[src/rtl/adc_spi_sampler.sv]
// Periodic reader for a 12-bit AD7476-style serial ADC; delivers a signed,
// sign-extended sample with a one-cycle strobe for the downstream low-pass filter.
module adc_spi_sampler #(
    parameter int WIDTH       = 16,
    parameter int ADC_BITS    = 12,
    parameter int FRAME_BITS  = 16,
    parameter int CLK_DIV     = 4,
    parameter int SAMP_PERIOD = 1000
) (
    input  logic             clk,
    input  logic             nrst,
    input  logic             en,
    input  logic             adc_sdo,
    output logic             adc_cs_n,
    output logic             adc_sclk,
    output logic [WIDTH-1:0] samp_out,
    output logic             samp_valid,
    output logic             busy,
    output logic             overrun
);

    localparam int PER_W = (SAMP_PERIOD > 1) ? $clog2(SAMP_PERIOD) : 1;
    localparam int DIV_W = (CLK_DIV > 1) ? $clog2(CLK_DIV) : 1;
    localparam int BIT_W = (FRAME_BITS > 1) ? $clog2(FRAME_BITS) : 1;

    localparam logic [PER_W-1:0] PER_LAST = PER_W'(SAMP_PERIOD - 1);
    localparam logic [DIV_W-1:0] DIV_LAST = DIV_W'(CLK_DIV - 1);
    localparam logic [BIT_W-1:0] BIT_LAST = BIT_W'(FRAME_BITS - 1);

    typedef enum logic [2:0] {
        IDLE,
        CS_SETUP,
        SHIFT,
        CS_HOLD,
        DONE
    } state_t;

    state_t                  state_q;
    logic [1:0]              sync_q;
    logic [PER_W-1:0]        per_q, per_d;
    logic                    trigger;
    logic [DIV_W-1:0]        div_q;
    logic [BIT_W-1:0]        bit_q;
    logic [FRAME_BITS-1:0]   shift_q;
    logic                    cs_n_q;
    logic                    sclk_q;
    logic [WIDTH-1:0]        samp_q, samp_d;
    logic                    valid_q;
    logic                    busy_q;
    logic                    overrun_q;
    logic [ADC_BITS-1:0]     raw;
    logic [ADC_BITS-1:0]     offs;

    // adc_sdo is asynchronous to clk; two flops before it reaches the shift register.
    always_ff @(posedge clk) begin
        if (!nrst) begin
            sync_q <= 2'b00;
        end else begin
            sync_q <= {sync_q[0], adc_sdo};
        end
    end

    always_comb begin
        per_d   = per_q;
        trigger = 1'b0;
        if (en) begin
            trigger = (per_q == '0);
            per_d   = (per_q == PER_LAST) ? '0 : per_q + PER_W'(1);
        end else begin
            per_d = '0;
        end
    end

    always_ff @(posedge clk) begin
        if (!nrst) begin
            per_q <= '0;
        end else begin
            per_q <= per_d;
        end
    end

    // Offset-binary to two's complement: flipping the MSB subtracts 2^(ADC_BITS-1).
    assign raw    = shift_q[ADC_BITS-1:0];
    assign offs   = {~raw[ADC_BITS-1], raw[ADC_BITS-2:0]};
    assign samp_d = {{(WIDTH - ADC_BITS){offs[ADC_BITS-1]}}, offs};

    always_ff @(posedge clk) begin
        if (!nrst) begin
            state_q   <= IDLE;
            div_q     <= '0;
            bit_q     <= '0;
            shift_q   <= '0;
            cs_n_q    <= 1'b1;
            sclk_q    <= 1'b1;
            samp_q    <= '0;
            valid_q   <= 1'b0;
            busy_q    <= 1'b0;
            overrun_q <= 1'b0;
        end else begin
            valid_q <= 1'b0;
            if (trigger && (state_q != IDLE)) begin
                overrun_q <= 1'b1;
            end
            case (state_q)
                IDLE: begin
                    if (trigger) begin
                        state_q <= CS_SETUP;
                        cs_n_q  <= 1'b0;
                        busy_q  <= 1'b1;
                        div_q   <= '0;
                        bit_q   <= '0;
                        shift_q <= '0;
                    end
                end
                CS_SETUP: begin
                    if (div_q == DIV_LAST) begin
                        div_q   <= '0;
                        sclk_q  <= 1'b0;
                        state_q <= SHIFT;
                    end else begin
                        div_q <= div_q + DIV_W'(1);
                    end
                end
                SHIFT: begin
                    if (div_q != DIV_LAST) begin
                        div_q <= div_q + DIV_W'(1);
                    end else begin
                        div_q <= '0;
                        // The capture coincides with the edge that drives sclk back high.
                        if (!sclk_q) begin
                            sclk_q  <= 1'b1;
                            shift_q <= {shift_q[FRAME_BITS-2:0], sync_q[1]};
                        end else if (bit_q == BIT_LAST) begin
                            state_q <= CS_HOLD;
                        end else begin
                            bit_q  <= bit_q + BIT_W'(1);
                            sclk_q <= 1'b0;
                        end
                    end
                end
                CS_HOLD: begin
                    if (div_q == DIV_LAST) begin
                        div_q   <= '0;
                        cs_n_q  <= 1'b1;
                        samp_q  <= samp_d;
                        valid_q <= 1'b1;
                        state_q <= DONE;
                    end else begin
                        div_q <= div_q + DIV_W'(1);
                    end
                end
                DONE: begin
                    busy_q  <= 1'b0;
                    state_q <= IDLE;
                end
                default: begin
                    state_q <= IDLE;
                end
            endcase
        end
    end

    assign adc_cs_n   = cs_n_q;
    assign adc_sclk   = sclk_q;
    assign samp_out   = samp_q;
    assign samp_valid = valid_q;
    assign busy       = busy_q;
    assign overrun    = overrun_q;

    validNoRepeat: assert property (@(posedge clk) disable iff (!nrst) samp_valid |=> !samp_valid);
    busyMatchesState: assert property (@(posedge clk) disable iff (!nrst) busy == (state_q != IDLE));

endmodule
[config.mk]
export PLATFORM = sky130hd
export DESIGN_NAME = adc_spi_sampler
export DESIGN_NICKNAME = d
export VERILOG_FILES = /design/src/rtl/adc_spi_sampler.sv
export SDC_FILE = /design/constraint.sdc
export NUM_CORES = 1
export LEC_CHECK = 0
export CORE_MARGIN = 2
export CORE_UTILIZATION = 54
export DETAILED_ROUTE_END_ITERATION = 16
export PLACE_DENSITY = 0.77
export SLEW_MARGIN = 20
export SYNTH_ARGS = -nofsm -noshare
export SYNTH_HDL_FRONTEND = slang
export SYNTH_SLANG_ARGS = --single-unit
export TNS_END_PERCENT = 20
[constraint.sdc]
create_clock -name clk -period 1.9 [get_ports clk]
set_input_delay 0.19 -clock clk [delete_from_list [all_inputs] [get_ports clk]]
set_output_delay 0.19 -clock clk [all_outputs]
set_load 0.01 [all_outputs]
Word level (Yosys, flattened, before mapping)
Index checks and enable logic that the tools add are counted.
{ "op_classes": {"muxes": 32, "n_bitwise": 3, "eq_ne": 16, "n_mul": 0, "order_cmp": 0, "n_reduce_logical": 20, "add_sub_neg": 3, "n_div": 0, "n_shift": 0} }
{ "ops": {"columns": ["operator", "n"], "rows": [
  ["$mux W12", 3],
  ["$pmux W12 S2", 1],
  ["$mux W3", 6],
  ["$ne A2 B2 Y1 const B", 9],
  ["$mux W4", 4],
  ["$pmux W3 S4", 1],
  ["$add A10 B1 Y10 const B", 1],
  ["$eq A10 B10 Y1 const B", 1],
  ["$logic_not A10 Y1", 1],
  ["$mux W1", 9],
  ["$pmux W4 S2", 1],
  ["$reduce_and A2 Y1", 4],
  ["$reduce_bool A2 Y1", 4],
  ["$eq A3 B2 Y1 const B", 2],
  ["$mux W2", 3],
  ["$pmux W1 S2", 3],
  ["$pmux W2 S3", 1],
  ["$reduce_and A3 Y1", 2],
  ["$reduce_and A6 Y1", 1],
  ["$reduce_bool A3 Y1", 2],
  ["$reduce_and A5 Y1", 1],
  ["$add A4 B1 Y4 const B", 1],
  ["$eq A4 B4 Y1 const B", 1],
  ["$reduce_and A4 Y1", 1],
  ["other kinds (9)", 11]
]} }
{ "totals": {"elab_cells": 86, "regBits": 50, "output_inout_bits": 21, "romBits": 0, "memories": 0, "latch_bits": 0, "mem_bits_rw": 0} }

Longest topological paths before layout
Gate-level depths: netlist of run 1.
{ "depth": {"word_depth": 5, "mapped_depth": 7, "mapped_depth_nobuf": 6} }

Worst setup path after synthesis of run 1
OpenSTA, ideal clock, no wires.
{ "synth_path": {"path_kind": "flip-flop to flip-flop", "start": "reg div_q[0]", "end": "reg shift_q[10]", "synth_period_minus_slack_ns": 1.490, "n_path_buf": 1, "setup_ns": 0.117, "setup_slack_ns": 0.410, "arrival_ns": 1.373, "path_stages_with_launch": 6, "required_ns": 1.783, "path_cell_list": "dfxtp_1 > ha_1 > and4bb_2 > and3_1 > buf_2 > a22o_1"} }
{ "synth_between": {"elab_chain_len": 3} }
{ "synth_rtl": {"columns": ["element", "line", "source"], "rows": [
  ["start: declaration", "42", "logic [DIV_W-1:0] div_q;"],
  ["start signal: assignment", "121", "div_q <= div_q + DIV_W'(1);"],
  ["start signal: assignment", "126", "div_q <= div_q + DIV_W'(1);"],
  ["start signal: assignment", "149", "div_q <= div_q + DIV_W'(1);"],
  ["$ne A2 B2 Y1", "125", "if (div_q != DIV_LAST) begin"],
  ["$ne A2 B2 Y1 (no line)", null, null],
  ["$reduce_and A4 Y1 (no line)", null, null],
  ["end signal: assignment", "132", "shift_q <= {shift_q[FRAME_BITS-2:0], sync_q[1]};"],
  ["end: declaration", "44", "logic [FRAME_BITS-1:0] shift_q;"]
]} }
Every way passes these cells.
A chain may end at the register's enable or synchronous reset.

Worst setup path in the final report of run 1
{ "layout_path": {"start": "reg per_q[0]", "end": "reg shift_q[0]"} }
{ "layout_between": {"elab_chain_len": 4} }
{ "layout_rtl": {"columns": ["element", "line", "source"], "rows": [
  ["start: declaration", "40", "logic [PER_W-1:0] per_q, per_d;"],
  ["start signal: assignment", "78", "per_q <= per_d;"],
  ["$logic_not A10 Y1", "67", "trigger = (per_q == '0);"],
  ["$mux W1", "66", "if (en) begin"],
  ["$ne A2 B2 Y1 (no line)", null, null],
  ["$reduce_and A4 Y1 (no line)", null, null]
]} }
Every way passes these cells.

==> impl_summary.md, run 1 <==
CTS
The clock tree root driver cell is sky130_fd_sc_hd__clkbuf_8. In this run, CTS created clock tree buffers numbering 5. Clock latency on the worst-skew pair, taken at its later pin, is 0.30 ns. The maximum buffer depth of the clock tree is 2. The quantity of hold-fixing buffers added after cts is 0.

The clock-pin slew on the worst setup and hold paths is 0.09 ns. The number of buffers added for setup after CTS is 0. The clock tree from TritonCTS is done. CTS built an H-tree with a depth of 2. The CTS sink count is 50. In this run, post-CTS repair resized a total of 0 instances.

Global routing
The total grt overflow is 0. The first global-routing pass estimated 6470 um of wire. The initial antenna violation count came to 0. The pin count of the biggest net entering global routing is 16. The global-route total usage across every layer is 0.192. The via count of the first global-routing pass is 1,493.

STA
Based on the critical path, the design can be clocked at up to between 0.5 and 0.6 GHz. For the final routed database, the setup TNS stands at 0 ns. The number of pins exceeding their max-slew limit in the final report is 0. The final count of hold timing violations is 0.

Setup repair after global routing left no endpoint under its margin. The clock period could shrink to between 1.5 and 2 ns. After layout, the worst setup slack is 0.142 ns. The final clock period utilization by the worst path is 0.925. Measured against its own limit, the worst slew margin works out to 0.584. Across all hold checks on the routed design, the worst slack comes to roughly 0.44 ns. For the pin with the worst max-slew slack, the measured transition is 0.622 ns. Setup violations remaining at the end of the flow were counted as 0. Between clock sinks in the finished design, the worst skew comes to 0.00242 ns.

Drt
The total wirelength of the detailed-routed design is 3830 um. The vias after detailed routing is 1,653. In the routed layout, each cell is associated on average with a via count of 5.51. In the routed design, unresolved DRC markers number 0. In this run, the number of DRC markers left after iteration 0 of detailed routing was about 100.

The routed length per placed instance is 12.8 um. The met1 routed wirelength after detailed routing is 1840 um. The number of optimization iterations in the first detailed-route pass is 4. Routed signal wires occupy layers up through met4. The met2 wire length is between 1500 and 2000 um.

The total met3 wirelength after detailed routing is around 180 um. The detail route stage leaves a number of antenna-violating nets equal to 0.

Worst setup path
The number of cells on the critical path is 6. Walking the worst path, the cells encountered are inv_1, ha_1, and4bb_2, and4_1, o21ai_2, a22o_2. The delay of the slowest cell on the worst path is ~0.4 ns.

In this run the worst path has a maximum fanout of 12. Counting cells, the worst reg-to-reg path comes to 6. STA puts the critical path data required time at 2.15 ns.

The worst setup path is launched from a flop. The critical path in this run is classified as reg -> reg. Broken down by cell family, the worst path's largest delay share belongs to compound AO/OA/AOI/OAI gates. STA puts the critical path data arrival time at around 2.0 ns. The slowest stage cell on the critical path is sky130_fd_sc_hd__o21ai_2. The worst setup path is captured at a flop. The sum of buffers and inverters on the critical path is 1.

Final layout
From synthesis to final layout, the design area changed by 16.8%. The sequential cell area in the final layout is 1000 sq um. At the end of the flow, the number of nets in the layout was between 200 and 300. The multi-input combinational cells in the finished layout cover a total of 981 sq um. In the final layout, the share of cells above drive strength 1 is 0.0913.

The repair_antennas step left the layout with diodes totalling 0. For this run, the share of the core covered by cells in the final layout is 0.665. Fill cells in the final layout number approximately 330.

Floorplanning
The floorplan step defined a core boundary enclosing 3690 sq um. During I/O placement, the number of pins put on the boundary was 25. The effective utilization at floorplan is 0.569. The number of rows created at floorplan is 22. The die height is 66.4 um.

The die footprint is 4400 sq um. From left edge to right edge, the die measures 66.4 um.

Logic synthesis
In the post-synthesis netlist, the cell with the most instances is sky130_fd_sc_hd__dfxtp_1. After synthesis, the cell types taking the most area are sky130_fd_sc_hd__dfxtp_1, sky130_fd_sc_hd__nand2_1, sky130_fd_sc_hd__a21boi_0. After technology mapping, the gate count stands at around 230.

In the synthesized netlist, the cells that appear most often are sky130_fd_sc_hd__dfxtp_1, sky130_fd_sc_hd__nand2_1, sky130_fd_sc_hd__nor2_1, sky130_fd_sc_hd__a21boi_0, sky130_fd_sc_hd__a22o_1. The synthesis-stage register bit count is 50. The library cell occupying the most area in the post-synthesis netlist is sky130_fd_sc_hd__dfxtp_1. For this run, the leading register cell type out of synthesis is sky130_fd_sc_hd__dfxtp_1. Counting distinct cell types in the post-synthesis netlist gives 43. The number of enable flip-flop cells after synthesis is 0. The share of synthesized area in the top cell type comes to 0.477. The Yosys warning count is 0. The summed instance area of the synthesized netlist is about 2100 sq um.

The net count after synthesis is 235. A synthesized cell averages 9.25 sq um. The share of flip-flops with an asynchronous set or reset after synthesis is 0. The post-synthesis sequential area ratio is 0.477.

Outcome
The flow ran to the end, and the final reports show no timing, DRC or antenna violations.

Worst hold path
The count of cells along the worst hold path is 1. The path category of the worst min-delay check is reg -> reg.

Placed design
The setup slack at placement is 0.154 ns. The congestion estimate from routability-driven global placement came to 0.845. The detailed placement HPWL is 2680 um. During placement, the flow inserted port buffers numbering 24.

Pwr
The leakage power summed over all cells is 0.899 nW. VDD sags by at most 0.000559 V. The power per cell area is between 700 and 800 nW/um^2.

Run
The tool flagged a number of max-cap violations equal to 0.
[per-layer routing]
layer  up-vias  track usage
met5         -            0
met4         0       0.0893
met3         5       0.0460
met2        45        0.313
met1       764        0.237
li1        839            -
[stage by stage]
| stage | instance area [sq um] | instances | total power [mW] |
|---|---|---|---|
| floorplan | 2100 | 227 | 1.19 |
| global placement | 2360 | 292 | 1.22 |
| detailed placement | 2360 | 292 | 1.22 |
| CTS | 2450 | 300 | 1.85 |
| global route | 2450 | 300 | 1.91 |
| finish | 2450 | 300 | 1.83 |
[registers in the layout, summed over array words and instances (netlist names)]
register and count:
shift_q 12, div_q 2, samp_valid 1, adc_cs_n 1, sync_q 2, adc_sclk 1
samp_out 12, per_q 10, overrun 1, busy 1, bit_q 4, state_q 3
[cell usage in the layout (no fill, tap or decap), types with 2 or more instances in the layout]
| cell | instances |
|---|---|
| sky130_fd_sc_hd__a21boi_0 | 14 |
| sky130_fd_sc_hd__a21boi_1 | 2 |
| sky130_fd_sc_hd__a21oi_1 | 4 |
| sky130_fd_sc_hd__a22o_1 | 10 |
| sky130_fd_sc_hd__a22o_2 | 2 |
| sky130_fd_sc_hd__and2_1 | 5 |
| sky130_fd_sc_hd__and3_1 | 2 |
| sky130_fd_sc_hd__and4_1 | 3 |
| sky130_fd_sc_hd__and4bb_2 | 2 |
| sky130_fd_sc_hd__buf_4 | 7 |
| sky130_fd_sc_hd__clkbuf_8 | 6 |
| sky130_fd_sc_hd__clkdlybuf4s50_1 | 24 |
| sky130_fd_sc_hd__dfxtp_1 | 50 |
| sky130_fd_sc_hd__ha_1 | 4 |
| sky130_fd_sc_hd__inv_1 | 6 |
| sky130_fd_sc_hd__nand2_1 | 37 |
| sky130_fd_sc_hd__nand2b_1 | 2 |
| sky130_fd_sc_hd__nand3_1 | 7 |
| sky130_fd_sc_hd__nand4_1 | 4 |
| sky130_fd_sc_hd__nor2_1 | 19 |
| sky130_fd_sc_hd__nor3_1 | 3 |
| sky130_fd_sc_hd__o211a_1 | 2 |
| sky130_fd_sc_hd__o21ai_0 | 8 |
| sky130_fd_sc_hd__o31ai_1 | 2 |
| sky130_fd_sc_hd__xnor2_1 | 5 |
| sky130_fd_sc_hd__xor2_1 | 4 |
[worst paths after layout]
check                            start                 endpoint  slack (ns)
setup / recovery   per_q[0]$_SDFF_PP0_  shift_q[0]$_SDFFE_PN0P_        0.14
hold / removal    sync_q[0]$_SDFF_PN0_     sync_q[1]$_SDFF_PN0_        0.44
setup reg to reg   per_q[0]$_SDFF_PP0_  shift_q[0]$_SDFFE_PN0P_        0.14
hold reg to reg   sync_q[0]$_SDFF_PN0_     sync_q[1]$_SDFF_PN0_        0.44
[logic make-up after synthesis]
group / share of synthesized area
XOR/XNOR: 0.0375
buffers and inverters: 0.0560
AND/OR/NAND/NOR: 0.211
AO/OA/AOI/OAI: 0.195
adder cells (fa/ha/maj): 0.0238
flip-flops: 0.477
[layout make-up]
type / count / share of cell area
clock inverter: 2 / 0.00510
inverter: 6 / 0.00918
multi-input combinational: 157 / 0.400
timing repair buffer: 31 / 0.119
tap: 48 / 0.0245
sequential: 50 / 0.408
clock buffer: 6 / 0.0337
[where the power goes]
group	leakage [nW]	internal, mW	switching [mW]
registers	0.404	1.06	0.00871
logic	0.448	0.0564	0.0715
clock network	0.0472	0.293	0.339
[worst register-to-register path: stages (launching register included)]
cell and delay [ns]:
sky130_fd_sc_hd__dfxtp_1 0.38, sky130_fd_sc_hd__inv_1 0.06, sky130_fd_sc_hd__ha_1 0.18, sky130_fd_sc_hd__and4bb_2 0.26, sky130_fd_sc_hd__and4_1 0.21, sky130_fd_sc_hd__o21ai_2 0.41
sky130_fd_sc_hd__a22o_2 0.21
No activity file was read; power rests on OpenSTA's default activity.
==> run 2: changes to the inputs <==
--- a/config.mk
+++ b/config.mk
@@ -5,10 +5,11 @@
 export SDC_FILE = /design/constraint.sdc
 export NUM_CORES = 1
 export LEC_CHECK = 0
+export ABC_CLOCK_PERIOD_IN_PS = 1900
 export CORE_MARGIN = 2
 export CORE_UTILIZATION = 54
 export DETAILED_ROUTE_END_ITERATION = 16
-export PLACE_DENSITY = 0.77
+export PLACE_DENSITY = 0.85
 export SLEW_MARGIN = 20
 export SYNTH_ARGS = -nofsm -noshare
 export SYNTH_HDL_FRONTEND = slang
==> run 2 against run 1 <==
Against the previous run:
- via count down 0.73%
- fmax fell by 0.43%
- count of clock-buffer cells in the layout up 1
- clock power increased by 6.6%
- combinational power about the same
- sequential power about the same
- critical endpoint is now shift_q[11]$_SDFFE_PN0P_
- highest routed layer unchanged
==> impl_summary.md, run 2 (same netlist as run 1, synthesis figures left out) <==
Outcome
The flow ran to the end, and the final reports show no timing, DRC or antenna violations.

Worst setup path
The element type at the critical path start is a flop. The critical path goes through inv_1, ha_1, and4bb_2, and4_1, o21ai_2, a22o_2. Among all stages on the critical path, the largest delay is contributed by sky130_fd_sc_hd__o21ai_2.

The sum of buffers and inverters on the critical path was 1 (unchanged). The critical path is of the reg -> reg type. The delay of the slowest cell on the worst path is 0.41 ns (about the same). The kind of end point of the critical path is a flop. The arrival time at the worst endpoint is 2.02 ns (about the same).

The maximum fanout along the worst path is 12 (unchanged). The critical path data required time came to 2.15 ns (about the same). In this design, the largest share of critical-path delay is due to compound AO/OA/AOI/OAI gates.

Global routing
The initial antenna violation count is 0 (unchanged). The via count of the first global-routing pass came to 1,448 (-3.0%). The pin count of the biggest net entering global routing came to 16 (unchanged). The first-pass GRT wire length is 6400 um (-1.1%). The total grt overflow is 0 (unchanged). The global-route total usage across every layer is 0.191 (-0.000374).

CTS
TritonCTS built the clock tree. The clock tree root driver cell is sky130_fd_sc_hd__clkbuf_8. The CTS sink count is 50 (unchanged). The number of gates given a new drive strength after cts is 0 (unchanged). The total CTS buffers is 5 (unchanged).

The number of H-tree branching levels is 2 (unchanged). The maximum buffer depth of the clock tree is 2 (unchanged). The clock-pin slew on the worst setup and hold paths is 0.08 ns (about the same). The clock insertion delay at the later pin of the skew report is 0.31 ns (about the same).

The number of buffers added for setup after CTS came to 0 (unchanged). The quantity of hold-fixing buffers added after cts came to 0 (unchanged).

STA
The final-layout setup total negative slack is 0 ns (unchanged). The achievable frequency is 0.566 GHz (-0.43%). The final count of hold timing violations is 0 (unchanged). The worst hold margin came to 0.456 ns (+0.0154 ns). The slew at the pin closest to its max-slew limit was 0.479 ns (-0.143 ns). The minimum clock period is 1.77 ns (+0.00764 ns).

The total setup violations reported at the end of the flow is 0 (unchanged). The remaining max-slew budget at the tightest pin was 0.681 (+0.0962). The clock skew is 0.00529 ns (+0.00287 ns). Setup repair after global routing left no endpoint under its margin.

The final clock period utilization by the worst path was 0.930 (+0.00402). The number of pins exceeding their max-slew limit in the final report was 0 (unchanged).

Drt
The routed length per placed instance was 12.1 um (-4.9%). The vias after detailed routing is 1,641 (-0.73%). The via count normalized by instance count is 5.43 (-1.4%). The number of optimization iterations in the first detailed-route pass is 4 (unchanged). The final routed DRC violation total is 0 (unchanged). The total wirelength of the detailed-routed design came to 3660 um (-4.2%). The initial DRC count is 79 (-20%). The count of nets left with antenna violations after detail routing is 0 (unchanged).

Floorplanning
The effective utilization at floorplan came to 0.569 (unchanged). The chip width is 66.4 um (unchanged). The die height is 66.4 um (unchanged). The die footprint was 4400 sq um (unchanged).

The total core area came to 3690 sq um (unchanged). The total I/O pin count is 25 (unchanged). The number of rows created at floorplan is 22 (unchanged).

Final layout
The final-layout fill cell count is 303 (-6.8%). In the layout the commonest cells are sky130_fd_sc_hd__dfxtp_1, sky130_fd_sc_hd__nand2_1, sky130_fd_sc_hd__clkdlybuf4s50_1. The commonest non-fill, non-tap cell in the layout is sky130_fd_sc_hd__dfxtp_1.

Compared with the post-synthesis result, the final layout area differs by 18.0%. The total non-filler cell area in the finished layout is 2480 sq um (+1.0%). The number of inserted diodes came to 0 (unchanged).

The share of layout cells above drive strength 1 is 0.0984 (+0.00716). The count of nets after finishing is 261 (+0.77%).

Pwr
The combinational group share of total power was 0.068 (-0.002). The total net switching power came to 0.419 mW (about the same). The worst supply voltage drop on vdd is 0.000437 V (-22%). The power per cell area is 756 nW/um^2 (+1.3%). The leakage power summed over all cells is 0.916 nW (+1.9%). The sequential group share of total power was 0.572 (-0.013). The fraction of power consumed by the clock network was 0.360 (+0.015). The internal power is 1.45 mW (+3.0%).

The switching fraction of total power is 0.224 (-0.00508).

Placed design
The instance area after placement is 2370 sq um (+0.64%). The count of input and output buffers is 24 (unchanged). The last weighted congestion value of the routability-driven placer is 0.853 (+0.86%).

The detailed placement HPWL is 2600 um (-2.9%).

Worst hold path
The path category of the worst min-delay check is reg -> reg.

Run
The number of max-cap violations was 0 (unchanged).
## run 2: worst paths after layout
| check | startpoint | endpoint | slack (ns) | cells past startpoint |
|---|---|---|---|---|
| max | per_q[0]$_SDFF_PP0_ | shift_q[11]$_SDFFE_PN0P_ | 0.13 | 6 |
| min | sync_q[0]$_SDFF_PN0_ | sync_q[1]$_SDFF_PN0_ | 0.46 | 1 |
| max reg2reg | per_q[0]$_SDFF_PP0_ | shift_q[11]$_SDFFE_PN0P_ | 0.13 | 6 |
| min reg2reg | sync_q[0]$_SDFF_PN0_ | sync_q[1]$_SDFF_PN0_ | 0.46 | 1 |
## run 2: per-stage QoR
step	std cells	power, mW	util	worst slack (ns)
2_1_floorplan	227	1.19	-	0.410
3_3_place_gp	294	1.22	0.643	0.144
3_5_place_dp	294	1.22	0.643	0.147
4_1_cts	302	1.90	0.672	0.137
5_1_grt	302	1.96	0.672	0.0104
6_report	302	1.87	0.672	0.134
## run 2: power groups by stage
stage / logic, mW / registers [mW] / clock network, mW
floorplan: 0.0857 / 1.10 / 0
global placement: 0.125 / 1.10 / 0
CTS: 0.127 / 1.07 / 0.702
detailed placement: 0.127 / 1.10 / 0
finish: 0.127 / 1.07 / 0.674
global route: 0.144 / 1.08 / 0.745
## run 2: area by class of cell
cell class | count | area (sq um) | share of cell area
multi-input cells | 157 | 981 | 0.396
flip-flops and latches | 50 | 1000 | 0.404
clock inverters | 1 | 8.76 | 0.00354
well taps | 48 | 60.1 | 0.0242
inverters | 6 | 22.5 | 0.00909
clock buffers | 7 | 96.3 | 0.0389
repair buffers | 33 | 308 | 0.124
## run 2: per-layer routing
layer | track usage | share of wire | wire (um)
met1 | 0.237 | 0.48 | 1770
met2 | 0.303 | 0.45 | 1650
met3 | 0.0562 | 0.042 | 153
met4 | 0.0918 | 0.025 | 92
met5 | 0 | 0 | 0
